### src/rtl/i2c_sipo_rx.sv
// I2C slave receive deserializer: START/STOP detect, MSB-first shift-in, ACK/NACK drive.
// Pin events act 3 clk after a pin change and data_valid follows 1 clk later; there is no backpressure, so pulses are never held.
module i2c_sipo_rx #(
    parameter int DEPTH = 8
) (
    input  logic             clk,
    input  logic             rst_n,
    input  logic             en,
    input  logic             scl_in,
    input  logic             sda_in,
    input  logic             ack_en,
    output logic [DEPTH-1:0] parallel_out,
    output logic             data_valid,
    output logic             start_det,
    output logic             stop_det,
    output logic             sda_oe,
    output logic             busy
);

    localparam int CNT_W = $clog2(DEPTH);
    localparam logic [CNT_W-1:0] LAST_BIT = CNT_W'(DEPTH - 1);

    typedef enum logic [1:0] {
        IDLE,
        RECV,
        ACK_SETUP,
        ACK_HOLD
    } state_t;

    state_t           state_q;
    logic [CNT_W-1:0] bit_cnt_q;
    logic [DEPTH-1:0] shift_q;
    logic [DEPTH-1:0] shift_d;
    logic [DEPTH-1:0] parallel_q;
    logic             data_valid_q;
    logic             start_det_q;
    logic             stop_det_q;
    logic             sda_oe_q;
    logic             seen_rise_q;

    logic scl_meta_q, scl_s_q, scl_dly_q;
    logic sda_meta_q, sda_s_q, sda_dly_q;

    logic scl_rise;
    logic scl_fall;
    logic start_ev;
    logic stop_ev;

    assign scl_rise = scl_s_q & ~scl_dly_q;
    assign scl_fall = ~scl_s_q & scl_dly_q;
    assign start_ev = sda_dly_q & ~sda_s_q & scl_s_q;
    assign stop_ev  = ~sda_dly_q & sda_s_q & scl_s_q;

    assign shift_d = {shift_q[DEPTH-2:0], sda_s_q};

    always_ff @(posedge clk) begin
        if (!rst_n) begin
            scl_meta_q   <= 1'b0;
            scl_s_q      <= 1'b0;
            scl_dly_q    <= 1'b0;
            sda_meta_q   <= 1'b0;
            sda_s_q      <= 1'b0;
            sda_dly_q    <= 1'b0;
            state_q      <= IDLE;
            bit_cnt_q    <= '0;
            shift_q      <= '0;
            parallel_q   <= '0;
            data_valid_q <= 1'b0;
            start_det_q  <= 1'b0;
            stop_det_q   <= 1'b0;
            sda_oe_q     <= 1'b0;
            seen_rise_q  <= 1'b0;
        end else begin
            scl_meta_q   <= scl_in;
            scl_s_q      <= scl_meta_q;
            scl_dly_q    <= scl_s_q;
            sda_meta_q   <= sda_in;
            sda_s_q      <= sda_meta_q;
            sda_dly_q    <= sda_s_q;

            data_valid_q <= 1'b0;
            start_det_q  <= 1'b0;
            stop_det_q   <= 1'b0;

            if (!en) begin
                state_q     <= IDLE;
                sda_oe_q    <= 1'b0;
                bit_cnt_q   <= '0;
                seen_rise_q <= 1'b0;
            end else if (stop_ev) begin
                // Partial word is dropped; parallel_q keeps the last complete word.
                stop_det_q  <= 1'b1;
                state_q     <= IDLE;
                sda_oe_q    <= 1'b0;
                bit_cnt_q   <= '0;
                shift_q     <= '0;
                seen_rise_q <= 1'b0;
            end else if (start_ev) begin
                start_det_q <= 1'b1;
                state_q     <= RECV;
                sda_oe_q    <= 1'b0;
                bit_cnt_q   <= '0;
                shift_q     <= '0;
                seen_rise_q <= 1'b0;
            end else begin
                case (state_q)
                    IDLE: begin
                        state_q <= IDLE;
                    end
                    RECV: begin
                        if (scl_rise) begin
                            shift_q <= shift_d;
                            if (bit_cnt_q == LAST_BIT) begin
                                parallel_q   <= shift_d;
                                data_valid_q <= 1'b1;
                                bit_cnt_q    <= '0;
                                state_q      <= ACK_SETUP;
                            end else begin
                                bit_cnt_q <= bit_cnt_q + CNT_W'(1);
                            end
                        end
                    end
                    ACK_SETUP: begin
                        if (scl_fall) begin
                            sda_oe_q    <= ack_en;
                            seen_rise_q <= 1'b0;
                            state_q     <= ACK_HOLD;
                        end
                    end
                    ACK_HOLD: begin
                        // Release only on the fall that closes the ACK clock pulse.
                        if (scl_rise) begin
                            seen_rise_q <= 1'b1;
                        end else if (scl_fall && seen_rise_q) begin
                            sda_oe_q    <= 1'b0;
                            seen_rise_q <= 1'b0;
                            state_q     <= RECV;
                        end
                    end
                    default: begin
                        state_q <= IDLE;
                    end
                endcase
            end
        end
    end

    assign parallel_out = parallel_q;
    assign data_valid   = data_valid_q;
    assign start_det    = start_det_q;
    assign stop_det     = stop_det_q;
    assign sda_oe       = sda_oe_q;
    assign busy         = (state_q != IDLE);

endmodule
### config.mk
export PLATFORM = sky130hd
export DESIGN_NAME = i2c_sipo_rx
export DESIGN_NICKNAME = d
export VERILOG_FILES = /design/src/rtl/i2c_sipo_rx.sv
export SDC_FILE = /design/constraint.sdc
export NUM_CORES = 1
export LEC_CHECK = 0
export BUFFER_PORTS_ARGS = -buffer_cell sky130_fd_sc_hd__buf_2
export CAP_MARGIN = 30
export CELL_PAD_IN_SITES_DETAIL_PLACEMENT = 1
export CELL_PAD_IN_SITES_GLOBAL_PLACEMENT = 2
export CORE_ASPECT_RATIO = 0.9
export CORE_MARGIN = 5
export CORE_UTILIZATION = 37
export DETAILED_ROUTE_END_ITERATION = 8
export GPL_ROUTABILITY_DRIVEN = 1
export PLACE_DENSITY_LB_ADDON = 0.1
export SYNTH_ARGS = -nofsm -noshare
export SYNTH_HDL_FRONTEND = slang
export SYNTH_SLANG_ARGS = --single-unit
### constraint.sdc
create_clock -name clk -period 5.13 [get_ports clk]
set_clock_uncertainty 0.05 [all_clocks]
set_input_delay 1.026 -clock clk [delete_from_list [all_inputs] [get_ports clk]]
set_output_delay 1.026 -clock clk [all_outputs]
set_load 0.02 [all_outputs]
==> results of run 1 <==
## power by group through the flow
| stage | registers [uW] | logic [uW] | clock network, uW |
|---|---|---|---|
| finish | 246 | 16.0 | 191 |
| global route | 246 | 18.0 | 208 |
| CTS | 246 | 16.3 | 200 |
| detailed placement | 251 | 16.2 | 0 |
| global placement | 251 | 15.9 | 0 |
| floorplan | 250 | 12.5 | 0 |
## layer usage
layer | vias up | wire (um) | global-route usage [%]
met5 | - | 0 | 0
met4 | 0 | 51 | 7.333
met2 | 14 | 1202 | 17.43
met3 | 5 | 114 | 4.112
met1 | 499 | 1424 | 16.70
li1 | 534 | - | -
## kinds of logic (layout without fill, tap and decap cells)
group | count (synthesis) | after routing | share of synthesized area, %
buf+inv | 8 | 29 | 2.439
simple gates | 62 | 62 | 25.47
fa+ha+maj | 8 | 8 | 7.227
compound gates | 25 | 25 | 13.10
xor+xnor | 1 | 1 | 1.175
mux | 8 | 8 | 5.782
flops | 31 | 31 | 44.81
## cell usage after synthesis, types with 2 or more instances
master / count / share of area, %
sky130_fd_sc_hd__nor4_1: 2 / 0.90
sky130_fd_sc_hd__nand2b_1: 2 / 0.90
sky130_fd_sc_hd__mux2i_1: 8 / 5.8
sky130_fd_sc_hd__a21oi_1: 7 / 2.5
sky130_fd_sc_hd__nand2_1: 23 / 6.2
sky130_fd_sc_hd__o21ai_0: 3 / 1.1
sky130_fd_sc_hd__clkbuf_1: 3 / 0.81
sky130_fd_sc_hd__ha_1: 8 / 7.2
sky130_fd_sc_hd__a211oi_1: 2 / 1.1
sky130_fd_sc_hd__nand3_1: 5 / 1.8
sky130_fd_sc_hd__inv_1: 4 / 1.1
sky130_fd_sc_hd__and2_1: 5 / 2.3
sky130_fd_sc_hd__a21o_1: 2 / 1.1
sky130_fd_sc_hd__a22oi_1: 6 / 3.3
sky130_fd_sc_hd__dfxtp_1: 31 / 45
sky130_fd_sc_hd__nor2b_1: 8 / 3.6
sky130_fd_sc_hd__nor2_1: 4 / 1.1
sky130_fd_sc_hd__nor3b_1: 3 / 1.6
## placed cells by master (no fill, tap or decap)
cell type and instances:
sky130_fd_sc_hd__clkbuf_8 6, sky130_fd_sc_hd__a22oi_1 6, sky130_fd_sc_hd__nor4_1 2, sky130_fd_sc_hd__nand2b_1 2, sky130_fd_sc_hd__clkinv_2 1, sky130_fd_sc_hd__nor3_1 1
sky130_fd_sc_hd__dfxtp_1 31, sky130_fd_sc_hd__buf_2 18, sky130_fd_sc_hd__a31o_1 1, sky130_fd_sc_hd__and2_1 5, sky130_fd_sc_hd__nand4b_1 1, sky130_fd_sc_hd__or2_0 1
sky130_fd_sc_hd__nor4b_1 1, sky130_fd_sc_hd__nor2_1 4, sky130_fd_sc_hd__mux2i_1 8, sky130_fd_sc_hd__and2_2 1, sky130_fd_sc_hd__nor3_4 1, sky130_fd_sc_hd__nand3_1 5
sky130_fd_sc_hd__nand2_4 1, sky130_fd_sc_hd__o21ai_0 3, sky130_fd_sc_hd__ha_1 8, sky130_fd_sc_hd__and3_1 1, sky130_fd_sc_hd__nor3b_1 3, sky130_fd_sc_hd__a21o_1 2
sky130_fd_sc_hd__nand2_1 23, sky130_fd_sc_hd__a211oi_1 2, sky130_fd_sc_hd__o211ai_4 1, sky130_fd_sc_hd__a21oi_1 7, sky130_fd_sc_hd__a21o_2 1, sky130_fd_sc_hd__and2b_1 1
sky130_fd_sc_hd__nand3b_4 1, sky130_fd_sc_hd__a21bo_2 1, sky130_fd_sc_hd__xor2_2 1, sky130_fd_sc_hd__inv_1 4, sky130_fd_sc_hd__nor2b_1 8, sky130_fd_sc_hd__a21boi_1 1
## path summary, 6_finish.rpt
| kind | from | endpoint |
|---|---|---|
| worst max register to register | state_q[1] | parallel_out[0] |
| worst min-delay path | sda_meta_q | sda_s_q |
| worst min register to register | sda_meta_q | sda_s_q |
| worst max-delay path | state_q[0] | busy |
## worst reg2reg max path: stages (launching register included)
cell and delay (ps):
sky130_fd_sc_hd__dfxtp_1 330, sky130_fd_sc_hd__inv_1 120, sky130_fd_sc_hd__ha_1 370, sky130_fd_sc_hd__nand3b_4 160
sky130_fd_sc_hd__nor3_4 380, sky130_fd_sc_hd__nand2_4 170, sky130_fd_sc_hd__a31o_1 240
## through the flow
step	std cells	area [um^2]
final	210	1602
after global routing	210	1602
after CTS	210	1602
after detailed placement	203	1514
after global placement	203	1514
after floorplan	143	1385
## sequential cells by signal, indices dropped and copies added, names as in the netlist
signal,flops
bit_cnt_q,3
data_valid,1
parallel_out,8
scl_dly_q,1
scl_meta_q,1
scl_s_q,1
sda_dly_q,1
sda_meta_q,1
sda_oe,1
sda_s_q,1
seen_rise_q,1
shift_q,7
start_det,1
state_q,2
stop_det,1
## layout make-up
| class | count | area (um^2) | share of cell area [%] |
|---|---|---|---|
| sequential | 31 | 620.6 | 38.75 |
| inverter | 4 | 15.01 | 0.9375 |
| tap | 46 | 57.56 | 3.594 |
| timing repair buffer | 18 | 90.09 | 5.625 |
| multi-input combinational | 104 | 730.7 | 45.62 |
| clock buffer | 6 | 82.58 | 5.156 |
| clock inverter | 1 | 5.005 | 0.3125 |
==> flow_metrics.env, run 1 <==
export IMPL_ys_flop_type="sky130_fd_sc_hd__dfxtp_1"
export IMPL_timing_critical_path_slowest_cell_delay_ps=380
export IMPL_grt_pass1_vias=997
export IMPL_top_cell_family_by_delay_on_the_critical_path="flip-flops"
export IMPL_reg2reg_slack_ps=3210
export IMPL_post_layout_total_power_uw=453.1
export IMPL_p_int_uw=354.1
export IMPL_yosys_warnings=0
export IMPL_portion_of_total_power_attributed_to_combinational_logic_pct=3.5
export IMPL_routed_wire_per_std_cell_um=13.30
export IMPL_floorplan_core_area_um2=3679
export IMPL_worst_endpoint_arrival_ps=1160
export IMPL_synth_area_um2=1385
export IMPL_rows=21
export IMPL_dpl_worst_slack_ps=2929
export IMPL_timing_final_crit_share_pct=43.60
export IMPL_boundaryPins=19
export IMPL_layout_min_cycle_time_ps=2237
export IMPL_timing_critical_path_buf_inv=3
export IMPL_worst_r2r_path_depth=6
export IMPL_net_count_synth=157
export IMPL_cts_htree_levels=2
export IMPL_cts_buffer_depth=2
export IMPL_critical_path_cell_chain="inv_1, ha_1, inv_1, buf_2"
export IMPL_synth_ff_latch_count=31
export IMPL_fp_dieH_um=68.05
export IMPL_grt_setup_unrepaired="false"
export IMPL_vias_per_cell=5.010
export IMPL_slew_viol_final=0
export IMPL_timing_final_setup_violations=0
export IMPL_yosys_cell_types_count=35
export IMPL_syn_avg_cell_area_um2=9.686
export IMPL_cts_resized=0
export IMPL_clock_slew_at_the_register_clock_pins_of_the_worst_setup_and_hold_paths_ps=60
export IMPL_post_route_util_pct=43.54
export IMPL_portBuffers=18
export IMPL_worst_hold_path_type="reg2reg"
export IMPL_max_cap_viol_count=0
export IMPL_dieArea_um2=5069
export IMPL_grt_use_total_pct=12.52
export IMPL_die_width_um=74.50
export IMPL_number_of_cells_on_the_worst_hold_path=1
export IMPL_tritoncts_clock_tree="yes"
export IMPL_detail_route_first_pass_iterations=4
export IMPL_nets=178
export IMPL_n_antenna_cell=0
export IMPL_crit_top_cell="sky130_fd_sc_hd__inv_1"
export IMPL_routed_wirelength_mm=2.792
export IMPL_clk_insertion_delay_late_ps=280
export IMPL_syn_inst=143
export IMPL_numCtsBuffers=5
export IMPL_power_switching_uw=98.93
export IMPL_postRouteAntennaNets=0
export IMPL_layout_filler_cells=429
export IMPL_antenna_violations_before_repair=0
export IMPL_slew_headroom_pct=68.13
export IMPL_cp_num_cells=4
export IMPL_drt_drc_violations_left=0
export IMPL_fmax_mhz=447.1
export IMPL_detailedRoute_firstIterationViolations=40
export IMPL_pin_count_of_the_biggest_net_entering_global_routing=31
export IMPL_timing_final_hold_violations=0
export IMPL_area_growth_pct=15.63
export IMPL_globalplace_congestion=0.7050
export IMPL_vdd_ir_drop_worst_mv=0.1797
export IMPL_crit_path_end_kind="output pin"
export IMPL_timing_critical_path_from_type="flip-flop"
export IMPL_cts_setup_buffers=0
export IMPL_timing_critical_path_fanout_max=4
export IMPL_global_route_wire_length_before_repair_mm=4.623
export IMPL_async_flop_share_pct=0
export IMPL_worstMarginPinSlew_ps=477.5
export IMPL_globalRoute_totalOverflow=0
export IMPL_pwr_cell_area_nw_per_um2=282.9
export IMPL_cts_sinks=31
export IMPL_dp_final_hpwl_mm=2.051
export IMPL_timing_critical_path_slowest_stage_cell="sky130_fd_sc_hd__dfxtp_1"
export IMPL_criticalPathCategory="reg2out"
export IMPL_layout_drive_gt1_share_pct=20.12
export IMPL_accumulated_negative_setup_slack_ps=0
export IMPL_postLayoutSetupSlackWorst_ps=2893
export IMPL_synth_enable_flop_cells=0
export IMPL_power_clock_fraction_pct=42.2
export IMPL_timing_critical_path_required_ps=4050
export IMPL_seq_power_share_pct=54.2
export IMPL_synth_seq_area_share_pct=44.81
export IMPL_post_route_worst_hold_slack_ps=388.6
export IMPL_post_cts_hold_buffer_count=0
export IMPL_via_count=1052
export IMPL_status="finished clean"
export IMPL_sw_frac_of_total_pct=21.84
export IMPL_clock_root_buffer="sky130_fd_sc_hd__clkbuf_8"
export IMPL_floorplan_initialDensity_pct=37.65
export IMPL_p_leak_uw=0.0007186
No activity file was read; power rests on OpenSTA's default activity.
==> run 2, diff against run 1 <==
--- a/config.mk
+++ b/config.mk
@@ -11,7 +11,7 @@
 export CELL_PAD_IN_SITES_GLOBAL_PLACEMENT = 2
 export CORE_ASPECT_RATIO = 0.9
 export CORE_MARGIN = 5
-export CORE_UTILIZATION = 37
+export CORE_UTILIZATION = 31
 export DETAILED_ROUTE_END_ITERATION = 8
 export GPL_ROUTABILITY_DRIVEN = 1
 export PLACE_DENSITY_LB_ADDON = 0.1
==> constraint.sdc (replaced) <==
create_clock -name clk -period 2 [get_ports clk]
set_clock_uncertainty 0.05 [all_clocks]
set_input_delay 0.4 -clock clk [delete_from_list [all_inputs] [get_ports clk]]
set_output_delay 0.4 -clock clk [all_outputs]
set_load 0.02 [all_outputs]
==> flow_metrics.env, run 2 (synthesis results as in run 1) <==
export IMPL_status="finished clean"
export IMPL_min_delay_src="scl_in"
export IMPL_worst_r2r_path_depth=6
export IMPL_cts_setup_buffers=0
export IMPL_detailedRoute_firstIterationViolations=45
export IMPL_routed_wirelength_mm=2.859
export IMPL_vdd_ir_drop_worst_mv=0.4017
export IMPL_timing_critical_path_from_type="flip-flop"
export IMPL_fp_dieH_um=73.41
export IMPL_grt_pass1_vias=1036
export IMPL_pin_count_of_the_biggest_net_entering_global_routing=31
export IMPL_crit_path_end_kind="flip-flop"
export IMPL_clock_slew_at_the_register_clock_pins_of_the_worst_setup_and_hold_paths_ps=60
export IMPL_global_route_wire_length_before_repair_mm=4.912
export IMPL_layout_drive_gt1_share_pct=21.08
export IMPL_layout_min_cycle_time_ps=1770
export IMPL_detail_route_first_pass_iterations=4
export IMPL_floorplan_initialDensity_pct=31.46
export IMPL_drt_drc_violations_left=0
export IMPL_timing_final_setup_violations=0
export IMPL_cts_sinks=31
export IMPL_timing_final_hold_violations=0
export IMPL_grt_use_total_pct=11.17
export IMPL_nets=180
export IMPL_tritoncts_clock_tree="yes"
export IMPL_cts_htree_levels=2
export IMPL_worst_endpoint_arrival_ps=1900
export IMPL_pwr_cell_area_nw_per_um2=715.4
export IMPL_rows=23
export IMPL_criticalPathCategory="reg2reg"
export IMPL_timing_critical_path_fanout_max=8
export IMPL_reg2reg_slack_ps=230
export IMPL_r2r_end="parallel_out[0]"
export IMPL_timing_final_crit_share_pct=88.52
export IMPL_clock_root_buffer="sky130_fd_sc_hd__clkbuf_8"
export IMPL_post_cts_hold_buffer_count=0
export IMPL_commonest_cells_after_routing_fill_and_taps_aside="sky130_fd_sc_hd__dfxtp_1 (31), sky130_fd_sc_hd__nand2_1 (23), sky130_fd_sc_hd__buf_2 (18)"
export IMPL_largest_register_ffs=8
export IMPL_portBuffers=18
export IMPL_cp_startpoint="state_q[1]"
export IMPL_antenna_violations_before_repair=0
export IMPL_max_cap_viol_count=0
export IMPL_globalplace_congestion=0.6460
export IMPL_n_antenna_cell=0
export IMPL_placedCellCount=221
export IMPL_post_layout_nonfiller_instances=228
export IMPL_postRouteAntennaNets=0
export IMPL_vias_per_cell=4.566
export IMPL_worst_hold_path_type="in2reg"
export IMPL_accumulated_negative_setup_slack_ps=0
export IMPL_numCtsBuffers=5
export IMPL_globalRoute_totalOverflow=0
export IMPL_dp_final_hpwl_mm=2.095
export IMPL_die_width_um=80.46
export IMPL_worstMarginPinSlew_ps=456.1
export IMPL_cts_buffer_depth=2
export IMPL_floorplan_core_area_um2=4403
export IMPL_fmax_mhz=564.8
export IMPL_area_growth_pct=18.16
export IMPL_dieArea_um2=5907
export IMPL_via_count=1041
export IMPL_worstHoldEndpoint="scl_meta_q"
export IMPL_grt_setup_unrepaired="false"
export IMPL_number_of_cells_on_the_worst_hold_path=2
export IMPL_clk_insertion_delay_late_ps=280
export IMPL_timing_critical_path_required_ps=2130
export IMPL_layout_cells_most_common="sky130_fd_sc_hd__dfxtp_1"
export IMPL_post_route_util_pct=37.17
export IMPL_p_leak_uw=0.0007293
export IMPL_slew_viol_final=0
export IMPL_routed_wire_per_std_cell_um=12.54
export IMPL_cts_resized=0
export IMPL_rr_startpoint="state_q[1]"
export IMPL_slew_headroom_pct=69.60
export IMPL_boundaryPins=19
==> run 2: layout make-up <==
type | instances | area (um^2)
clock inverter | 1 | 5.005
timing repair buffer | 20 | 105.1
tap | 62 | 77.57
clock buffer | 6 | 82.58
sequential | 31 | 620.6
inverter | 4 | 15.01
fill | 537 | 2766
multi-input combinational | 104 | 730.7
==> run 2: critical path: stages, from the launching register on <==
cell                       delay, ps
sky130_fd_sc_hd__dfxtp_1         330
sky130_fd_sc_hd__inv_1           120
sky130_fd_sc_hd__ha_1            370
sky130_fd_sc_hd__nand3b_4        160
sky130_fd_sc_hd__nor3_4          250
sky130_fd_sc_hd__nand2_4         140
sky130_fd_sc_hd__a31o_1          240
==> run 2: worst max path at each step <==
stage | slack [ps] | end | cells after the start
after floorplan | 320 | parallel_out[0] | 6
after global placement | 300 | parallel_out[0] | 6
after detailed placement | 230 | parallel_out[0] | 6
after CTS | 210 | parallel_out[0] | 6
after global routing | 80 | shift_q[2] | 7
final | 230 | parallel_out[0] | 6
==> run 2: metrics by stage <==
stage	power, uW	area, um^2	setup slack (ps)	hold WS (ps)
finish	1171	1637	229.5	267.6
global route	1226	1637	77.56	264.9
CTS	1195	1637	210.9	259.4
detailed placement	687.7	1549	227.1	373.3
global placement	687.3	1549	297.2	365.2
floorplan	672.7	1385	321.3	361.9
==> run 2: where the power goes <==
part	switching [uW]	leakage [uW]	internal (uW)
clock network	229	0.0000470	269
logic	26.8	0.000432	17.0
registers	6.06	0.000251	623
==> run 2: metal layers <==
| metal | up-vias | share of wire, % | global-route usage [%] |
|---|---|---|---|
| met5 | - | 0 | 0 |
| met4 | 0 | 3.1 | 7.880 |
| met3 | 6 | 4.1 | 3.799 |
| met2 | 15 | 45 | 16.45 |
| met1 | 482 | 47 | 13.61 |
| li1 | 538 | - | - |
==> run 3, diff against run 2 <==
--- a/config.mk
+++ b/config.mk
@@ -15,6 +15,8 @@
 export DETAILED_ROUTE_END_ITERATION = 8
 export GPL_ROUTABILITY_DRIVEN = 1
 export PLACE_DENSITY_LB_ADDON = 0.1
+export RECOVER_POWER = 100
+export REMOVE_ABC_BUFFERS = 1
 export SYNTH_ARGS = -nofsm -noshare
 export SYNTH_HDL_FRONTEND = slang
 export SYNTH_SLANG_ARGS = --single-unit
==> flow_metrics.env, run 3 (synthesis results as in run 1) <==
export IMPL_status="finished clean"
export IMPL_slew_viol_final=0
export IMPL_postRouteAntennaNets=0
export IMPL_worstMarginPinSlew_ps=640.9
export IMPL_die_width_um=80.46
export IMPL_antenna_violations_before_repair=0
export IMPL_rows=23
export IMPL_wl_met1_mm=1.460
export IMPL_rr_startpoint="state_q[1]"
export IMPL_met3RoutedLength_um=126
export IMPL_cts_buffer_depth=2
export IMPL_layout_drive_gt1_share_pct=13.10
export IMPL_fp_dieH_um=73.41
export IMPL_via_count=1052
export IMPL_p_leak_uw=0.0006600
export IMPL_number_of_cells_on_the_worst_hold_path=2
export IMPL_timing_critical_path_fanout_max=8
export IMPL_vdd_ir_drop_worst_mv=0.4548
export IMPL_vias_per_cell=4.574
export IMPL_routed_wirelength_mm=2.904
export IMPL_globalRoute_totalOverflow=0
export IMPL_min_delay_src="sda_in"
export IMPL_timing_final_crit_share_pct=90.94
export IMPL_cts_setup_buffers=0
export IMPL_detail_route_first_pass_iterations=4
export IMPL_clock_slew_at_the_register_clock_pins_of_the_worst_setup_and_hold_paths_ps=70
export IMPL_multi_input_comb_area_um2=724.4
export IMPL_timing_critical_path_required_ps=2130
export IMPL_reg2reg_slack_ps=180
export IMPL_max_cap_viol_count=0
export IMPL_crit_path_end_kind="flip-flop"
export IMPL_grt_setup_unrepaired="false"
export IMPL_criticalPathCategory="reg2reg"
export IMPL_pwr_cell_area_nw_per_um2=748.4
export IMPL_tritoncts_clock_tree="yes"
export IMPL_drt_drc_violations_left=0
export IMPL_worst_r2r_path_depth=6
export IMPL_timing_final_setup_violations=0
export IMPL_timing_critical_path_slowest_stage_cell="sky130_fd_sc_hd__ha_1"
export IMPL_clock_root_buffer="sky130_fd_sc_hd__clkbuf_8"
export IMPL_global_route_wire_length_before_repair_mm=5.181
export IMPL_layout_min_cycle_time_ps=1819
export IMPL_layout_area_seq_um2=620.6
export IMPL_timing_critical_path_from_type="flip-flop"
export IMPL_clk_insertion_delay_late_ps=280
export IMPL_largest_register_ffs=8
export IMPL_worst_endpoint_arrival_ps=1950
export IMPL_layout_cells_most_common="sky130_fd_sc_hd__dfxtp_1"
export IMPL_slew_headroom_pct=57.28
export IMPL_grt_use_total_pct=11.61
export IMPL_top_cell_family_by_delay_on_the_critical_path="simple AND/OR/NAND/NOR gates"
export IMPL_timing_critical_path_slowest_cell_delay_ps=350
export IMPL_grt_pass1_vias=1091
export IMPL_boundaryPins=19
export IMPL_routed_wire_per_std_cell_um=12.63
export IMPL_accumulated_negative_setup_slack_ps=0
export IMPL_numCtsBuffers=5
export IMPL_cts_sinks=31
export IMPL_top_signal_layer_used="met4"
export IMPL_post_cts_hold_buffer_count=0
export IMPL_worst_hold_path_type="in2reg"
export IMPL_portBuffers=18
export IMPL_r2r_end="parallel_out[0]"
export IMPL_floorplan_initialDensity_pct=31.46
export IMPL_commonest_cells_after_routing_fill_and_taps_aside="sky130_fd_sc_hd__dfxtp_1 (31), sky130_fd_sc_hd__nand2_1 (23), sky130_fd_sc_hd__clkbuf_1 (14)"
export IMPL_globalplace_congestion=0.7198
export IMPL_layout_filler_cells=534
export IMPL_timing_critical_path_buf_inv=1
export IMPL_timing_final_hold_violations=0
export IMPL_critical_path_cell_chain="inv_1, ha_1, nand3b_4, nor3_4, nand2_2, a31o_1"
export IMPL_floorplan_core_area_um2=4403
export IMPL_nets=181
export IMPL_fmax_mhz=549.8
export IMPL_cts_htree_levels=2
export IMPL_n_antenna_cell=0
export IMPL_worstHoldEndpoint="sda_meta_q"
export IMPL_routed_wl_met2_mm=1.272
export IMPL_dp_final_hpwl_mm=2.172
export IMPL_detailedRoute_firstIterationViolations=30
export IMPL_post_layout_total_power_uw=1225
export IMPL_dieArea_um2=5907
export IMPL_cts_resized=0
export IMPL_pin_count_of_the_biggest_net_entering_global_routing=19
export IMPL_area_growth_pct=18.16
-- run 3: power breakdown --
group          total (uW)  switching (uW)  internal (uW)
Combinational        44.3            26.9           17.4
Clock                 552             239            313
Sequential            629            5.93            623
Total                1220             272            953
-- run 3: how the worst max path moves through the flow --
stage / start / endpoint / slack (ps) / cells after the start
4_1_cts: state_q[1] / parallel_out[0] / 200 / 6
6_report: state_q[1] / parallel_out[0] / 180 / 6
5_1_grt: state_q[1] / parallel_out[0] / 40 / 6
3_3_place_gp: state_q[1] / parallel_out[0] / 280 / 6
2_1_floorplan: state_q[1] / parallel_out[0] / 320 / 6
3_5_place_dp: state_q[1] / parallel_out[0] / 210 / 6
-- run 3: layout make-up --
cell class	instances	area share, %
multi-input combinational	104	44.27
timing repair buffer	21	5.810
tap	62	4.740
clock buffer	7	5.887
sequential	31	37.92
clock inverter	1	0.4587
inverter	4	0.9174
-- run 3: worst reg2reg max path, cell delays in order (launching register included) --
cell and delay (ps):
sky130_fd_sc_hd__dfxtp_1 330, sky130_fd_sc_hd__inv_1 120, sky130_fd_sc_hd__ha_1 350, sky130_fd_sc_hd__nand3b_4 160, sky130_fd_sc_hd__nor3_4 230, sky130_fd_sc_hd__nand2_2 210
sky130_fd_sc_hd__a31o_1 270
-- run 3: per-stage QoR --
step	setup WS, ps	area [um^2]	instances	hold WS (ps)	utilization [%]
after global placement	275.6	1556	222	365.6	35.35
after detailed placement	209.1	1556	222	376.5	35.35
final	181.2	1637	230	271.6	37.17
after floorplan	320.2	1366	139	361.8	-
after global routing	42.83	1637	230	267.0	37.17
after CTS	204.6	1660	230	258.9	37.71
-- run 3: routing by layer --
layer / global-route usage, % / vias up
met1: 14.60 / 495
li1: - / 537
met5: 0 / -
met2: 17.92 / 15
met3: 4.167 / 5
met4: 5.066 / 0
